[src/rtl/demux_1xn_stream.sv]
// demux_1xn_stream: registered 1-to-N stream demultiplexer.
// A single holding register carries one word plus its destination channel.
// Select-driven (MODE 0) or round-robin (MODE 1) steering.
// Words whose select is out of range are counted in a saturating drop
// counter instead of being stored.
module demux_1xn_stream #(
    parameter  int WIDTH = 8,
    parameter  int N     = 4,
    parameter  int MODE  = 0,
    parameter  int CNT_W = 8,
    localparam int SW    = $clog2(N)
) (
    input  logic                 clk,
    input  logic                 rst,
    input  logic [WIDTH-1:0]     i,
    input  logic [SW-1:0]        s,
    input  logic                 i_valid,
    output logic                 i_ready,
    output logic [N*WIDTH-1:0]   y,
    output logic [N-1:0]         y_valid,
    input  logic [N-1:0]         y_ready,
    output logic [CNT_W-1:0]     drop_cnt,
    output logic [SW-1:0]        rr_ptr
);

    localparam logic [SW:0]    N_W      = (SW+1)'(N);
    localparam logic [SW-1:0]  LAST_CH  = SW'(N - 1);
    localparam logic [CNT_W-1:0] CNT_MAX = {CNT_W{1'b1}};

    logic             full_q, full_d;
    logic [WIDTH-1:0] data_q, data_d;
    logic [SW-1:0]    dest_q, dest_d;
    logic [CNT_W-1:0] drop_q, drop_d;
    logic [SW-1:0]    rr_q, rr_d;

    logic             accept;
    logic             drain;
    logic             sel_ok;
    logic [SW-1:0]    dest_in;

    // A held word only blocks the input while its own consumer is stalled.
    assign i_ready = !full_q || y_ready[dest_q];
    assign accept  = i_valid && i_ready;
    assign drain   = full_q && y_ready[dest_q];
    assign dest_in = (MODE != 0) ? rr_q : s;
    // Round-robin never produces an out-of-range index.
    assign sel_ok  = (MODE != 0) || ({1'b0, s} < N_W);

    assign drop_cnt = drop_q;
    assign rr_ptr   = rr_q;

    // Next-state for the holding register, drop counter and round-robin pointer.
    always_comb begin
        full_d = full_q;
        data_d = data_q;
        dest_d = dest_q;
        drop_d = drop_q;
        rr_d   = rr_q;

        if (accept && sel_ok) begin
            // Covers both fill-from-empty and replace-on-drain without a bubble.
            full_d = 1'b1;
            data_d = i;
            dest_d = dest_in;
        end else if (drain) begin
            full_d = 1'b0;
            data_d = '0;
            dest_d = '0;
        end

        if (accept && !sel_ok && (drop_q != CNT_MAX)) begin
            drop_d = drop_q + 1'b1;
        end

        if ((MODE != 0) && accept) begin
            rr_d = (rr_q == LAST_CH) ? '0 : rr_q + 1'b1;
        end
    end

    // State registers; a held word is simply discarded on reset.
    always_ff @(posedge clk or posedge rst) begin
        if (rst) begin
            full_q <= 1'b0;
            data_q <= '0;
            dest_q <= '0;
            drop_q <= '0;
            rr_q   <= '0;
        end else begin
            full_q <= full_d;
            data_q <= data_d;
            dest_q <= dest_d;
            drop_q <= drop_d;
            rr_q   <= rr_d;
        end
    end

    // Steer the held word onto its channel slice; every other slice reads zero.
    always_comb begin
        y       = '0;
        y_valid = '0;
        for (int k = 0; k < N; k++) begin
            if (full_q && (dest_q == SW'(k))) begin
                y[k*WIDTH +: WIDTH] = data_q;
                y_valid[k]          = 1'b1;
            end
        end
    end

endmodule
[config.mk]
export PLATFORM = sky130hd
export DESIGN_NAME = demux_1xn_stream
export DESIGN_NICKNAME = d
export VERILOG_FILES = /design/src/rtl/demux_1xn_stream.sv
export SDC_FILE = /design/constraint.sdc
export NUM_CORES = 1
export LEC_CHECK = 0
export CELL_PAD_IN_SITES_DETAIL_PLACEMENT = 2
export CELL_PAD_IN_SITES_GLOBAL_PLACEMENT = 2
export CORE_MARGIN = 2
export CORE_UTILIZATION = 19
export DETAILED_ROUTE_END_ITERATION = 6
export MAX_ROUTING_LAYER = met4
export PLACE_DENSITY_LB_ADDON = 0.1
export SETUP_SLACK_MARGIN = 0.1
export SLEW_MARGIN = 20
export SYNTH_ARGS = -nofsm -noshare
export SYNTH_HDL_FRONTEND = slang
export SYNTH_SLANG_ARGS = --single-unit
[constraint.sdc]
create_clock -name clk -period 4.5 [get_ports clk]
set_clock_uncertainty 0.05 [all_clocks]
set_input_delay 0.9 -clock clk [delete_from_list [all_inputs] [get_ports clk]]
set_output_delay 0.9 -clock clk [all_outputs]
set_load 0.02 [all_outputs]
==> reports/metrics.yaml, run 1 <==
clock_tree:
  insertion_delay_ns: 0.23
  clock_path_buffers: 2
  cts_sinks: 11
  h-tree-depth: 1
  clock-root-buffer: "clkbuf_8"
  cts_resized: 0
  holdBufCountCts: 0
  cts-buffers-inserted: 3
  cts_tree: "yes"
  postCtsSetupBuffers: 0
  path_clk_slew_ns: 0.05
final_layout:
  drive_above_1_share_pct: 7.042
  final_area_um2: 1416
  synthToLayoutAreaGrowth_pct: 67.21
  n_fill_cell: 503
  diodes: 0
  nets: 160
detailed_routing:
  ant_nets: 0
  num_vias: 854
  wirelength_um: 2952
  wire_per_inst_um: 15.22
  drtIter0Drc: 10
  firstDrtPassIters: 3
  drc: 0
  viasPerCell: 4.402
floorplanning:
  start_util_pct: 19.59
  coreArea_um2: 4324
  die_h_um: 70.77
  dieArea_um2: 5008
  dieWidth_um: 70.77
  fp-row-count: 24
  ioPinCount: 64
sta:
  rsz0062_at_grt: "no"
  finalCritPeriodShare_pct: 77.05
  period_minus_slack_ns: 3.467
  final-hold-violation-count: 0
  hold_ws_ns: 0.4922
  setup_slack_ns: 1.033
  fin_tns_setup_ns: 0
  relSlewSlack_pct: 61.79
  slew_violations: 0
  fmax_mhz: 288.4
  setup_viol: 0
  tightest_slew_ns: 0.5710
global_route:
  grt_pass1_vias: 835
  grt_pass1_wl_um: 4657
  antenna_found_initial: 0
  grt.total_usage_pct: 12.16
  overflow: 0
  grt_max_degree: 17
synthesis:
  synth.top_cell.area_share_pct: 32.50
  yosysSeqAreaShare_pct: 32.50
  yosysUniqueCellTypes: 22
  ys_top_cells_by_area: "dfrtp_1, and2_1, a32o_1"
  ys_seq_elements: 11
  syn_area_per_cell_um2: 9.308
  syn-cell-area_um2: 847.1
  synth_top_area_cell: "dfrtp_1"
  syn_inst: 91
  yosys_warnings: 0
worst_setup_path:
  r2r-end: "data_q[7]"
  critPathMaxFanout: 11
  crit_arrival_ns: 2.52
  critPathCaptureType: "output port"
  criticalPathCategory: "input port to output port"
  rrSetupSlack_ns: 2.74
  r2r_start: "dest_q[0]"
  worstRegToRegCells: 4
  crit_required_ns: 3.55
  endpoint: "i_ready"
  startpoint: "y_ready[3]"
  start_kind: "input port"
place:
  place_congestion: 0.7626
  dpl.hpwl_um: 2395
  portBuffers: 53
  place_area_um2: 1371
  post-place-ws_ns: 1.026
hold_path:
  hold_path_class: "flop to flop"
  min_from: "data_q[1]"
pwr:
  power_density_nw_per_um2: 380.9
  p_leak_nw: 0.5991
  ir_worst_vdd_v: 0.0002051
run:
  maxCapViolations: 0
run_status:
  outcome: "finished clean"
## report_power, final
group	switching, W	internal, W	total, W
registers	0.0000390	0.000124	0.000163
clock network	0.0000341	0.0000619	0.0000960
logic	0.000145	0.000135	0.000280
total	0.000219	0.000321	0.000540
## cell families (layout without fill, tap and decap cells)
family / count (synthesis) / in the layout / synth area share (%)
simple gates: 44 / 44 / 31.32
buf+inv: 18 / 60 / 14.18
compound gates: 13 / 13 / 15.95
flops: 11 / 11 / 32.50
mux: 4 / 4 / 5.612
other cells: 1 / 10 / 0.4427
## area by class of cell
type	count	area [µm²]	share of cell area (%)
Timing Repair Buffer	54	538.0	37.99
Multi-Input combinational cell	71	485.5	34.28
Sequential cell	11	275.3	19.43
Inverter	2	7.507	0.5300
Clock buffer	4	45.04	3.180
Tap cell	52	65.06	4.594
## how the worst min path moves through the flow
stage                 to  slack (ns)  cells past startpoint
6_report       data_q[1]        0.49                      1
5_1_grt        data_q[5]        0.53                      1
4_1_cts        data_q[5]        0.50                      1
3_5_place_dp   data_q[5]        0.49                      1
3_3_place_gp   data_q[5]        0.48                      1
2_1_floorplan  data_q[2]        0.45                      1
## cells in the mapped netlist (all sizes together)
cell	number
mux2i	1
and3	9
nand2	2
mux2	3
inv	2
conb	1
and2	25
clkbuf	4
a2bb2oi	1
o221ai	1
a32o	9
and2b	1
o21ai	1
dfrtp	11
buf	12
nor3b	1
nor2	3
nand2b	2
or2	1
a311o	1
## sequential cells by signal (all words and copies together), names as in the netlist
signal / cells
data_q: 8
dest_q: 2
full_q: 1
## critical path, cell delays in order
cell and delay [ns]:
clkdlybuf4s50_1 0.49, mux2_4 0.18, a2bb2oi_2 0.13, buf_4 0.19, clkdlybuf4s50_1 0.62
## layer usage
layer,track usage (%),part of all wire (%),wire (µm)
met2,20.15,47,1389
met5,-,0,0
met3,1.282,6.0,177
met1,15.34,46,1346
met4,4.403,1.3,39
## per-stage QoR
step	util [%]	instances	total power, W
after floorplan	-	100	0.0003291
after global placement	31.71	190	0.0004470
after detailed placement	31.71	190	0.0004519
after CTS	32.75	194	0.0005484
after global routing	32.75	194	0.0005766
final	32.75	194	0.0005395
## layout by cell type, fill, tap and decap left out, drive strengths merged
master / n
clkdlybuf4s50: 53
and2: 25
dfrtp: 11
conb: 10
a32o: 9
and3: 9
clkbuf: 4
nor2: 3
mux2: 3
nand2: 2
nand2b: 2
inv: 2
and2b: 1
mux2i: 1
a2bb2oi: 1
or2: 1
o221ai: 1
o21ai: 1
nor3b: 1
a311o: 1
buf: 1
Note: power is estimated with default switching activity, not from simulation.
==> run 2: changes to the inputs <==
CORE_UTILIZATION = 15   (was 19)
clock period = 2.9 ns   (was 4.5 ns; I/O delays follow)
==> reports/metrics.yaml, run 2 (synthesized netlist as in run 1, its figures left out) <==
floorplanning:
  start_util_pct: 15.48
  coreArea_um2: 5473
  ioPinCount: 64
  dieWidth_um: 79.15
  fp-row-count: 27
  dieArea_um2: 6264
  die_h_um: 79.15
worst_setup_path:
  cpPeakStageDelay_ns: 0.60
  critPathCaptureType: "output port"
  critPathMaxFanout: 6
  crit_arrival_ns: 1.99
  cp_top_family: "buffers and inverters"
  cp_cell_sequence: "nand2b_1, nor2_2, buf_4, and2_1, clkdlybuf4s50_1"
  path_buf_inv: 2
  criticalPathCategory: "flop to output port"
  crit_required_ns: 2.27
  start_kind: "flop"
  cpMaxStageDelayCell: "clkdlybuf4s50_1"
final_layout:
  final_cell_mix: "clkdlybuf4s50_1, and2_1, conb_1, dfrtp_1"
  diodes: 0
  layout_commonest_cell: "clkdlybuf4s50_1"
  largest_reg_flops: 8
  synthToLayoutAreaGrowth_pct: 72.23
  nets: 161
  drive_above_1_share_pct: 10.49
  largest_register: "data_q"
  n_fill_cell: 654
  reg.largest.list: "data_q: 8 flops, dest_q: 2 flops, full_q: 1 flops"
sta:
  fmax_mhz: 381.0
  hold_ws_ns: 0.5078
  rsz0062_at_grt: "no"
  setup_viol: 0
  final-hold-violation-count: 0
  finalCritPeriodShare_pct: 90.52
  slew_violations: 0
  period_minus_slack_ns: 2.625
  fin_tns_setup_ns: 0
pwr:
  swShare_pct: 41.14
  cellInternalPower_w: 0.0005028
  power_frac_seq_pct: 30.3
  power_density_nw_per_um2: 585.5
  p_leak_nw: 0.6107
  clkPwrFrac_pct: 17.4
  finalPower_w: 0.0008542
  switching_power_w: 0.0003514
  power_frac_comb_pct: 52.3
  ir_worst_vdd_v: 0.0001834
run_status:
  outcome: "finished clean"
global_route:
  grt_pass1_vias: 937
  antenna_found_initial: 0
  grt_pass1_wl_um: 5126
  overflow: 0
  grt_max_degree: 17
  grt.total_usage_pct: 10.93
detailed_routing:
  ant_nets: 0
  num_vias: 836
  wirelength_um: 3251
  firstDrtPassIters: 3
  drc: 0
  viasPerCell: 3.888
  wire_per_inst_um: 15.12
  drtIter0Drc: 23
clock_tree:
  clock-root-buffer: "clkbuf_8"
  path_clk_slew_ns: 0.05
  cts_tree: "yes"
  clock_path_buffers: 2
  insertion_delay_ns: 0.23
  h-tree-depth: 1
  cts_sinks: 11
  cts-buffers-inserted: 3
hold_path:
  hold_path_class: "flop to flop"
run:
  maxCapViolations: 0
place:
  place_congestion: 0.7048
  portBuffers: 53
  dpl.hpwl_um: 2716
-- run 2: final cells by class --
type                       instances  area (µm²)  area share, %
multi-input combinational         71       490.5          33.62
timing repair buffer              55       548.0          37.56
sequential                        11       276.5          18.95
clock buffer                       3       41.29          2.830
inverter                           2       7.507         0.5146
clock inverter                     1       5.005         0.3431
tap                               72       90.09          6.175
-- run 2: worst register-to-register path, cell delays in order, from the launching register on --
cell and delay [ns]:
dfrtp_2 0.54, mux2_4 0.36, a2bb2oi_2 0.15, buf_4 0.19, a32o_1 0.27
-- run 2: what timing repair did --
item / in CTS / in global routing
hold endpoints to repair: 0 / 0
setup endpoints to repair: 0 / 21
hold buffers: 0 / 0
gates resized for setup: 0 / 4
buffers inserted: 0 / 0
-- run 2: final timing paths --
kind,depth (start not counted),slack (ns),to,from
hold / removal,1,0.51,data_q[5],data_q[5]
max in group asynchronous,2,1.87,dest_q[0],rst
setup reg to reg,4,1.22,data_q[0],dest_q[0]
setup / recovery,5,0.28,y[0],dest_q[1]
hold reg to reg,1,0.51,data_q[5],data_q[5]
min in group asynchronous,2,0.60,data_q[3],rst
-- run 2: layer usage --
layer  wire, µm  track usage (%)  vias up
li1           -                -      399
met1       1329            11.58      398
met2       1714            20.76       37
met3        188            1.818        2
met4         18            3.103        0
met5          0                -        -
-- run 2: power groups by stage --
| stage | Combinational (W) | Clock (W) | Sequential [W] |
|---|---|---|---|
| global route | 0.000484 | 0.000163 | 0.000274 |
| finish | 0.000446 | 0.000149 | 0.000259 |
| floorplan | 0.000288 | 0 | 0.000223 |
| detailed placement | 0.000455 | 0 | 0.000261 |
| CTS | 0.000457 | 0.000157 | 0.000260 |
| global placement | 0.000448 | 0 | 0.000259 |
-- run 2: per-stage QoR --
stage	utilization (%)	worst slack (ns)	std cells	cell area, µm²
6_report	26.66	0.2750	215	1459
5_1_grt	26.66	0.1446	215	1459
4_1_cts	26.50	0.1285	215	1450
3_5_place_dp	25.65	0.1597	211	1404
3_3_place_gp	25.65	0.1852	211	1404
2_1_floorplan	-	0.9383	100	880.8
